**config.mk**
```make
export PLATFORM = sky130hd
export DESIGN_NAME = neuron_mac
export DESIGN_NICKNAME = d
export VERILOG_FILES = /design/src/rtl/neuron_mac.sv
export SDC_FILE = /design/constraint.sdc
export NUM_CORES = 1
export LEC_CHECK = 0
export ABC_CLOCK_PERIOD_IN_PS = 6570
export CAP_MARGIN = 30
export CORE_ASPECT_RATIO = 1.5
export CORE_MARGIN = 4
export CORE_UTILIZATION = 35
export DETAILED_ROUTE_END_ITERATION = 8
export GPL_TIMING_DRIVEN = 0
export PLACE_DENSITY = 0.57
export SYNTH_ARGS = -nofsm -noshare
export SYNTH_HDL_FRONTEND = slang
export SYNTH_SLANG_ARGS = --single-unit
```
**constraint.sdc**
```tcl
create_clock -name clk -period 6.57 [get_ports clk]
set_input_delay 0.657 -clock clk [delete_from_list [all_inputs] [get_ports clk]]
set_output_delay 0.657 -clock clk [all_outputs]
set_load 0.02 [all_outputs]
```
**src/rtl/neuron_mac.sv**
```systemverilog
// neuron_mac: per-neuron multiply-accumulate feeding the sigmoid ROM index.
// Three stages: operand capture (S1), full-width product (S2), then
// accumulate/bias/rescale/saturate (S3). One out_valid pulse per vector.
module neuron_mac #(
    parameter int numWeight = 4,
    parameter int dataWidth = 16,
    parameter int fracBits  = 8,
    parameter int inWidth   = 10,
    parameter int xFracBits = 5
) (
    input  logic                                clk,
    input  logic                                rst_n,
    input  logic                                in_valid,
    input  logic signed [dataWidth-1:0]         in_data,
    input  logic                                weight_we,
    input  logic        [$clog2(numWeight)-1:0] weight_addr,
    input  logic signed [dataWidth-1:0]         weight_din,
    input  logic                                bias_we,
    input  logic signed [dataWidth-1:0]         bias_din,
    output logic                                out_valid,
    output logic signed [inWidth-1:0]           out_x,
    output logic                                out_sat,
    output logic                                busy
);

    localparam int AW    = $clog2(numWeight);
    localparam int PW    = 2 * dataWidth;
    localparam int ACC_W = PW + AW + 1;
    localparam int SH    = 2 * fracBits - xFracBits;

    localparam logic signed [ACC_W-1:0] X_MAX = ACC_W'((2 ** (inWidth - 1)) - 1);
    localparam logic signed [ACC_W-1:0] X_MIN = -X_MAX - ACC_W'(1);

    // Clamp a rescaled sum to the ROM index range; MSB of the result flags clamping.
    function automatic logic [inWidth:0] sat_x(input logic signed [ACC_W-1:0] v);
        if (v > X_MAX) return {1'b1, X_MAX[inWidth-1:0]};
        if (v < X_MIN) return {1'b1, X_MIN[inWidth-1:0]};
        return {1'b0, v[inWidth-1:0]};
    endfunction

    // Coefficient storage: no reset, survives rst_n.
    logic signed [dataWidth-1:0] w_mem [numWeight];
    logic signed [dataWidth-1:0] bias_q;

    // Control state
    logic [AW-1:0] cnt_q, cnt_d;
    logic          in_last;
    logic          vld_p1_q, vld_p2_q;
    logic signed [ACC_W-1:0] acc_q;
    logic                    out_valid_q;
    logic signed [inWidth-1:0] out_x_q;
    logic                    out_sat_q;

    // Datapath registers
    logic signed [dataWidth-1:0] data_p1_q, w_p1_q;
    logic                        last_p1_q;
    logic signed [PW-1:0]        prod_p2_q;
    logic                        last_p2_q;

    // S3 combinational terms
    logic signed [ACC_W-1:0] prod_ext, bias_ext, acc_sum, fin_sum, scaled;
    logic        [inWidth:0] sat_res;

    // Input sample counter: wraps after the last index of a vector.
    always_comb begin
        cnt_d   = cnt_q;
        in_last = (cnt_q == AW'(numWeight - 1));
        if (in_valid) cnt_d = in_last ? '0 : cnt_q + AW'(1);
    end

    // Accumulate and final bias/rescale/saturate arithmetic.
    always_comb begin
        prod_ext = ACC_W'(prod_p2_q);
        bias_ext = ACC_W'(bias_q) <<< fracBits;
        acc_sum  = acc_q + prod_ext;
        fin_sum  = acc_sum + bias_ext;
        scaled   = fin_sum >>> SH;
        sat_res  = sat_x(scaled);
    end

    // Weight and bias writes; S1 reads on the same edge see the old value.
    always_ff @(posedge clk) begin
        if (weight_we) w_mem[weight_addr] <= weight_din;
        if (bias_we)   bias_q             <= bias_din;
    end

    // ---- S1 / S2 data capture (valid bits qualify these) ----
    always_ff @(posedge clk) begin
        data_p1_q <= in_data;
        w_p1_q    <= w_mem[cnt_q];
        last_p1_q <= in_last;
        prod_p2_q <= PW'(data_p1_q) * PW'(w_p1_q);
        last_p2_q <= last_p1_q;
    end

    // ---- Control, accumulator and S3 output registers ----
    always_ff @(posedge clk or negedge rst_n) begin
        if (!rst_n) begin
            cnt_q       <= '0;
            vld_p1_q    <= 1'b0;
            vld_p2_q    <= 1'b0;
            acc_q       <= '0;
            out_valid_q <= 1'b0;
            out_x_q     <= '0;
            out_sat_q   <= 1'b0;
        end else begin
            cnt_q       <= cnt_d;
            vld_p1_q    <= in_valid;
            vld_p2_q    <= vld_p1_q;
            out_valid_q <= vld_p2_q & last_p2_q;
            if (vld_p2_q) begin
                acc_q <= last_p2_q ? '0 : acc_sum;
                if (last_p2_q) begin
                    out_x_q   <= sat_res[inWidth-1:0];
                    out_sat_q <= sat_res[inWidth];
                end
            end
        end
    end

    assign out_valid = out_valid_q;
    assign out_x     = out_x_q;
    assign out_sat   = out_sat_q;
    assign busy      = (cnt_q != '0) | vld_p1_q | vld_p2_q;

endmodule

```
# Word level (Yosys, flattened, before mapping)
# Memory sizes are Yosys's and may differ from the RTL's. A register that Yosys moved wholly into a read port is not among the register bits.
# Cells that the tools add are included.
[totals]
mem_bits_ro = 0
n_memories = 1
reg_bits = 117
mem_bits_rw = 64
latchBits = 0
in_bits = 55
[classes]
n_bitwise = 3
mul = 1
shifts = 0
mux = 11
div = 0
n_reduce_logical = 2
eq_ne = 1
n_lt_le_gt_ge = 2
addsub = 3
[mem_list]
columns = ["memory", "words", "word_bits", "read_ports", "rd_ports_with_merged_regs", "write_ports", "line", "source"]
rows = [
  ["w_mem", 4, 16, 1, 1, 1, "42", "logic signed [dataWidth-1:0] w_mem [numWeight];"],
]
[op_table]
columns = ["operator", "count"]
rows = [
  ["two-way mux 11 bit", 4],
  ["adder 35 x 24 -> 35 bit", 1],
  ["adder 35 x 32 -> 35 bit", 1],
  ["two-way mux 35 bit", 1],
  ["multiplier 16 x 16 -> 32 bit", 1],
  ["> comparator 24 x 10 -> 1 bit (second input constant)", 1],
  ["< comparator 24 x 10 -> 1 bit (second input constant)", 1],
  ["two-way mux 1 bit", 5],
  ["adder 2 x 1 -> 2 bit (second input constant)", 1],
  ["== test 2 bit (second input constant)", 1],
  ["two-way mux 2 bit", 1],
  ["OR 1 bit", 2],
  ["AND reduction 2 bit", 1],
  ["nonzero test 2 bit", 1],
  ["AND 1 bit", 1],
]

# Longest topological paths before layout
[logic_depth]
word_depth = 7
depth_mapped = 26
ltp_nobuf = 25

# Worst setup path before layout
# No wires, ideal clock.
[synth_path]
path_kind = "register to register"
start = "register data_p1_q[15]"
end = "register prod_p2_q[31]"
synth_period_minus_slack_ns = 6.243
stages_incl_launch_ff = 26
arrival_ns = 6.122
setup_ns = 0.121
t_required_ns = 6.449
path_slack_ns = 0.327
path_cell_list = "dfxtp_1 > clkbuf_1 > nand2_1 > inv_1 > fa_1 > inv_1 > fa_1 > inv_1 > fa_1 > fa_1 > fa_1 > inv_1 > fa_1 > inv_1 > ha_1 > a21o_1 > a21o_1 > a21o_1 > a21o_1 > a21oi_1 > o21ai_0 > a41oi_1 > a21oi_1 > a21o_1 > a31o_2 > xnor2_1"
[synth_between]
elab_chain_len = 1
[synth_rtl]
columns = ["element", "line", "source"]
rows = [
  ["from (decl)", "55", "logic signed [dataWidth-1:0] data_p1_q, w_p1_q;"],
  ["from (signal assigned)", "89", "data_p1_q <= in_data;"],
  ["multiplier 16 x 16 -> 32 bit", "92", "prod_p2_q <= PW'(data_p1_q) * PW'(w_p1_q);"],
  ["to (signal assigned)", "92", ""],
  ["to (decl)", "57", "logic signed [PW-1:0] prod_p2_q;"],
]
# Every way passes these cells.
# A chain may end at the register's enable or synchronous reset.

# Worst setup path after layout
[layout_path]
start = "register w_p1_q[15], read port of w_mem"
end = "register prod_p2_q[31]"
[layout_between]
elab_chain_len = 1
[layout_rtl]
columns = ["element", "line"]
rows = [
  ["from (decl)", "55"],
  ["multiplier 16 x 16 -> 32 bit", "92"],
]
# Every way passes these cells.

==> qor.txt <==
=================================================================================
Worst Setup SP                                                         w_p1_q[15]
CTS tree                                                                     done
Total number of yosys warnings                                                  0
Cell chain of the critical path                                      clkinv_2, nor2_1, fa_1, fa_1, fa_1, fa_1, fa_1, inv_1, fa_1, inv_1, ha_4, a21o_1, a21o_1, a21o_1, a21o_1, a21oi_2, o21ai_1, a41oi_2, a21oi_1, a21o_1, a31o_2, xnor2_2
Cell area after layout                                                 21900 um^2
Count of nets left with antenna violations after detail routing                 0
Number of buffers and inverters on the critical path                            3
Horizontal die dimension                                                   200 um
Via count of the first global-routing pass                                  15100
Grt ovf                                                                         0
Avg Vias per Cell                                                            4.99
Maximum single-stage delay on the critical path                            580 ps
Setup repair after global routing missed its margin                          true
Layout cell share with drive strength beyond 1                             0.0848
Crit path launch type                                                        flop
Worst path top cell family by delay                                   adder cells
Synth Register Bits                                                           197
Die area                                                               59000 um^2
Total wire length after detailed routing                                  48.3 mm
Post-synthesis average cell area                                        9.99 um^2
Via count of the routed design                                              13700
Slew HR                                                                     0.408
Number of antenna violations at the first check in global routing               0
Count of inserted antenna diode cells                                           0
Commonest non-fill, non-tap cell in the layout                       sky130_fd_sc_hd__inv_1
Post-Synthesis Net Count                                                     2397
Area growth from synthesis to final layout                                  13.6%
Wire length of the first global-routing pass                              79.0 mm
Mapped Area                                                            19300 um^2
Post-synth EDFFs                                                               80
Type of the worst setup path                                         flop to flop
Number of rows created at floorplan                                           105
Estimated wirelength of the detail-placed design                          39.8 mm
Aggregate negative setup slack                                               0 ps
Max Slew Vio Count                                                              0
Cell at the root of the clock tree                                   sky130_fd_sc_hd__clkbuf_16
Hold WC Path Type                                                    input pin to asynchronous set/reset pin
WP depth                                                                       22
Nets                                                                         2493
Library cells used by synthesis                                                77
Number of buffers on the longest clock path                                     2
Commonest non-fill, non-tap cells in the layout                      352 x sky130_fd_sc_hd__inv_1, 259 x sky130_fd_sc_hd__fa_1, 206 x sky130_fd_sc_hd__nand2_1
Largest net degree at the start of global routing                              52
FFs w/ async S/R, synth                                                     0.259
Clock Sink Count                                                              197
Worst reg-to-reg setup slack                                               230 ps
Upper clock frequency limit                                               158 MHz
Type of element capturing the critical path                                  flop
Overall Global Routing Usage                                                0.173
Starting density of the core                                                0.353
Register clock-pin slew on the reported worst setup and hold paths         110 ps
Reg2Reg Capture Point                                                prod_p2_q[31]
Clock latency of the later-clocked register in the worst-skew pair         510 ps
Final worst path period share                                               0.965
Tmin final                                                                6340 ps
Final clock skew                                                          30.9 ps
Number of top-level design ports                                               68
Drt wl/cell                                                               17.7 um
Data arrival time at the worst-slack endpoint                             6760 ps
Peak fanout along the critical path                                            10
CTS HTree Levels                                                                4
Final Non-Filler Cells                                                       2736
Cells after synthesis                                                        1932
Commonest register cell after synthesis                              sky130_fd_sc_hd__edfxtp_1
Number of clock buffers inserted by TritonCTS                                  17
Number of endpoints with negative hold slack in the final report                0
Maximum capacitance violations                                                  0
Placed Instance Area                                                   20900 um^2
Transition time at the pin with the least slew margin                      888 ps
Core Util, Final                                                            0.401
Number of iterations in the first detailed-routing pass                         5
Detailed Route Iter0 Violations                                               489
Last weighted congestion value of the routability-driven placer             0.877
CORE AREA                                                              54700 um^2
R2R Path Start                                                         w_p1_q[15]
Cell occurring most often along the worst timing path                sky130_fd_sc_hd__fa_1
Register area share after synthesis                                         0.259
IO buf count                                                                   67
Critical path required time                                               7000 ps
Critical path capture point                                          prod_p2_q[31]
Critical Path Slowest Stage Cell                                     sky130_fd_sc_hd__fa_1
Cell count after placement                                                   2697
DRC                                                                             0
Run status                                                           finished clean
R2r worst-path depth                                                           22
Setup violation total in the final timing report                                0
Die height                                                                 296 um
=================================================================================
per-layer routing:
metal	up-vias	part of all wire	global-route usage
met2	272	0.55	0.327
met5	-	0	0
li1	6469	-	-
met4	0	0.047	0.0827
met3	103	0.035	0.0279
met1	6822	0.37	0.184
through the flow:
stage          hold slack (ps)  worst slack [ps]
2_1_floorplan              310               327
3_3_place_gp               387              -870
3_5_place_dp               388              -974
4_1_cts                    202             -75.8
5_1_grt                    247             -6.23
6_report                   197               232
worst min path at each step:
| stage | start | to | slack (ps) | cells after the start |
|---|---|---|---|---|
| 2_1_floorplan | last_p1_q | last_p2_q | 310 | 0 |
| 3_3_place_gp | last_p1_q | last_p2_q | 390 | 0 |
| 3_5_place_dp | last_p1_q | last_p2_q | 390 | 0 |
| 4_1_cts | rst_n | cnt_q[0] | 200 | 1 |
| 5_1_grt | rst_n | cnt_q[0] | 250 | 1 |
| 6_report | rst_n | cnt_q[0] | 200 | 1 |
area by class of cell:
type / count / area, um^2
plain buffers: 55 / 310
clock buffers: 17 / 425
clock inverters: 15 / 223
fillers: 5348 / 32700
inverters: 354 / 1330
multi-input cells: 1324 / 12900
flip-flops and latches: 197 / 5060
well taps: 695 / 870
repair buffers: 79 / 790
cell usage after synthesis (3+ instances only):
cell type | n | area share
sky130_fd_sc_hd__a2111oi_0 | 3 | 0.0014
sky130_fd_sc_hd__a211oi_1 | 6 | 0.0023
sky130_fd_sc_hd__a21o_1 | 44 | 0.017
sky130_fd_sc_hd__a21oi_1 | 89 | 0.023
sky130_fd_sc_hd__a311oi_1 | 3 | 0.0014
sky130_fd_sc_hd__a31oi_1 | 9 | 0.0029
sky130_fd_sc_hd__and2_1 | 99 | 0.032
sky130_fd_sc_hd__and3_1 | 14 | 0.0045
sky130_fd_sc_hd__and4_1 | 4 | 0.0018
sky130_fd_sc_hd__clkbuf_1 | 56 | 0.011
sky130_fd_sc_hd__dfrtp_1 | 51 | 0.066
sky130_fd_sc_hd__dfxtp_1 | 66 | 0.068
sky130_fd_sc_hd__edfxtp_1 | 80 | 0.12
sky130_fd_sc_hd__fa_1 | 263 | 0.27
sky130_fd_sc_hd__ha_1 | 147 | 0.095
sky130_fd_sc_hd__inv_1 | 353 | 0.069
sky130_fd_sc_hd__mux4_2 | 16 | 0.019
sky130_fd_sc_hd__nand2_1 | 208 | 0.040
sky130_fd_sc_hd__nand2b_1 | 20 | 0.0065
sky130_fd_sc_hd__nand3_1 | 10 | 0.0026
sky130_fd_sc_hd__nand3b_1 | 11 | 0.0043
sky130_fd_sc_hd__nand4_1 | 18 | 0.0058
sky130_fd_sc_hd__nor2_1 | 73 | 0.014
sky130_fd_sc_hd__nor2b_1 | 6 | 0.0019
sky130_fd_sc_hd__nor3_1 | 8 | 0.0021
sky130_fd_sc_hd__nor3b_1 | 4 | 0.0016
sky130_fd_sc_hd__nor4_1 | 8 | 0.0026
sky130_fd_sc_hd__o2111ai_1 | 3 | 0.0014
sky130_fd_sc_hd__o211ai_1 | 7 | 0.0027
sky130_fd_sc_hd__o21a_1 | 11 | 0.0043
sky130_fd_sc_hd__o21ai_0 | 60 | 0.016
sky130_fd_sc_hd__o21bai_1 | 12 | 0.0047
sky130_fd_sc_hd__o22ai_1 | 23 | 0.0075
sky130_fd_sc_hd__o31a_1 | 3 | 0.0014
sky130_fd_sc_hd__o31ai_1 | 3 | 0.0012
sky130_fd_sc_hd__or2_2 | 3 | 0.00097
sky130_fd_sc_hd__or4_1 | 3 | 0.0012
sky130_fd_sc_hd__xnor2_1 | 63 | 0.029
sky130_fd_sc_hd__xor2_1 | 27 | 0.012
cells by family after synthesis:
group	after synthesis	share of synthesized area
AOI/OAI and AO/OA	304	0.103
xor gates and xnor gates	90	0.0408
adders and majority gates	410	0.368
buffers and inverters	412	0.0801
DFF	197	0.259
muxes	19	0.0203
and+or+nand+nor	500	0.128
flip-flops by register name, summed over array words and instances (netlist names), 2 cells and up:
| signal | cells |
|---|---|
| bias_q | 16 |
| prod_p2_q | 32 |
| acc_q | 35 |
| w_mem | 64 |
| w_p1_q | 16 |
| data_p1_q | 16 |
| out_x | 10 |
| cnt_q | 2 |
what timing repair did:
action                                  4_1_cts  5_1_grt
hold buffers                                  0        0
pin swaps                                     5        5
endpoints found under the setup margin       23       16
buffers inserted                              4        5
cloned                                        0        1
resized for setup                            71       85
Power is not shown: default switching activity piles up to over one toggle a cycle in this logic, so the estimate is an artifact.
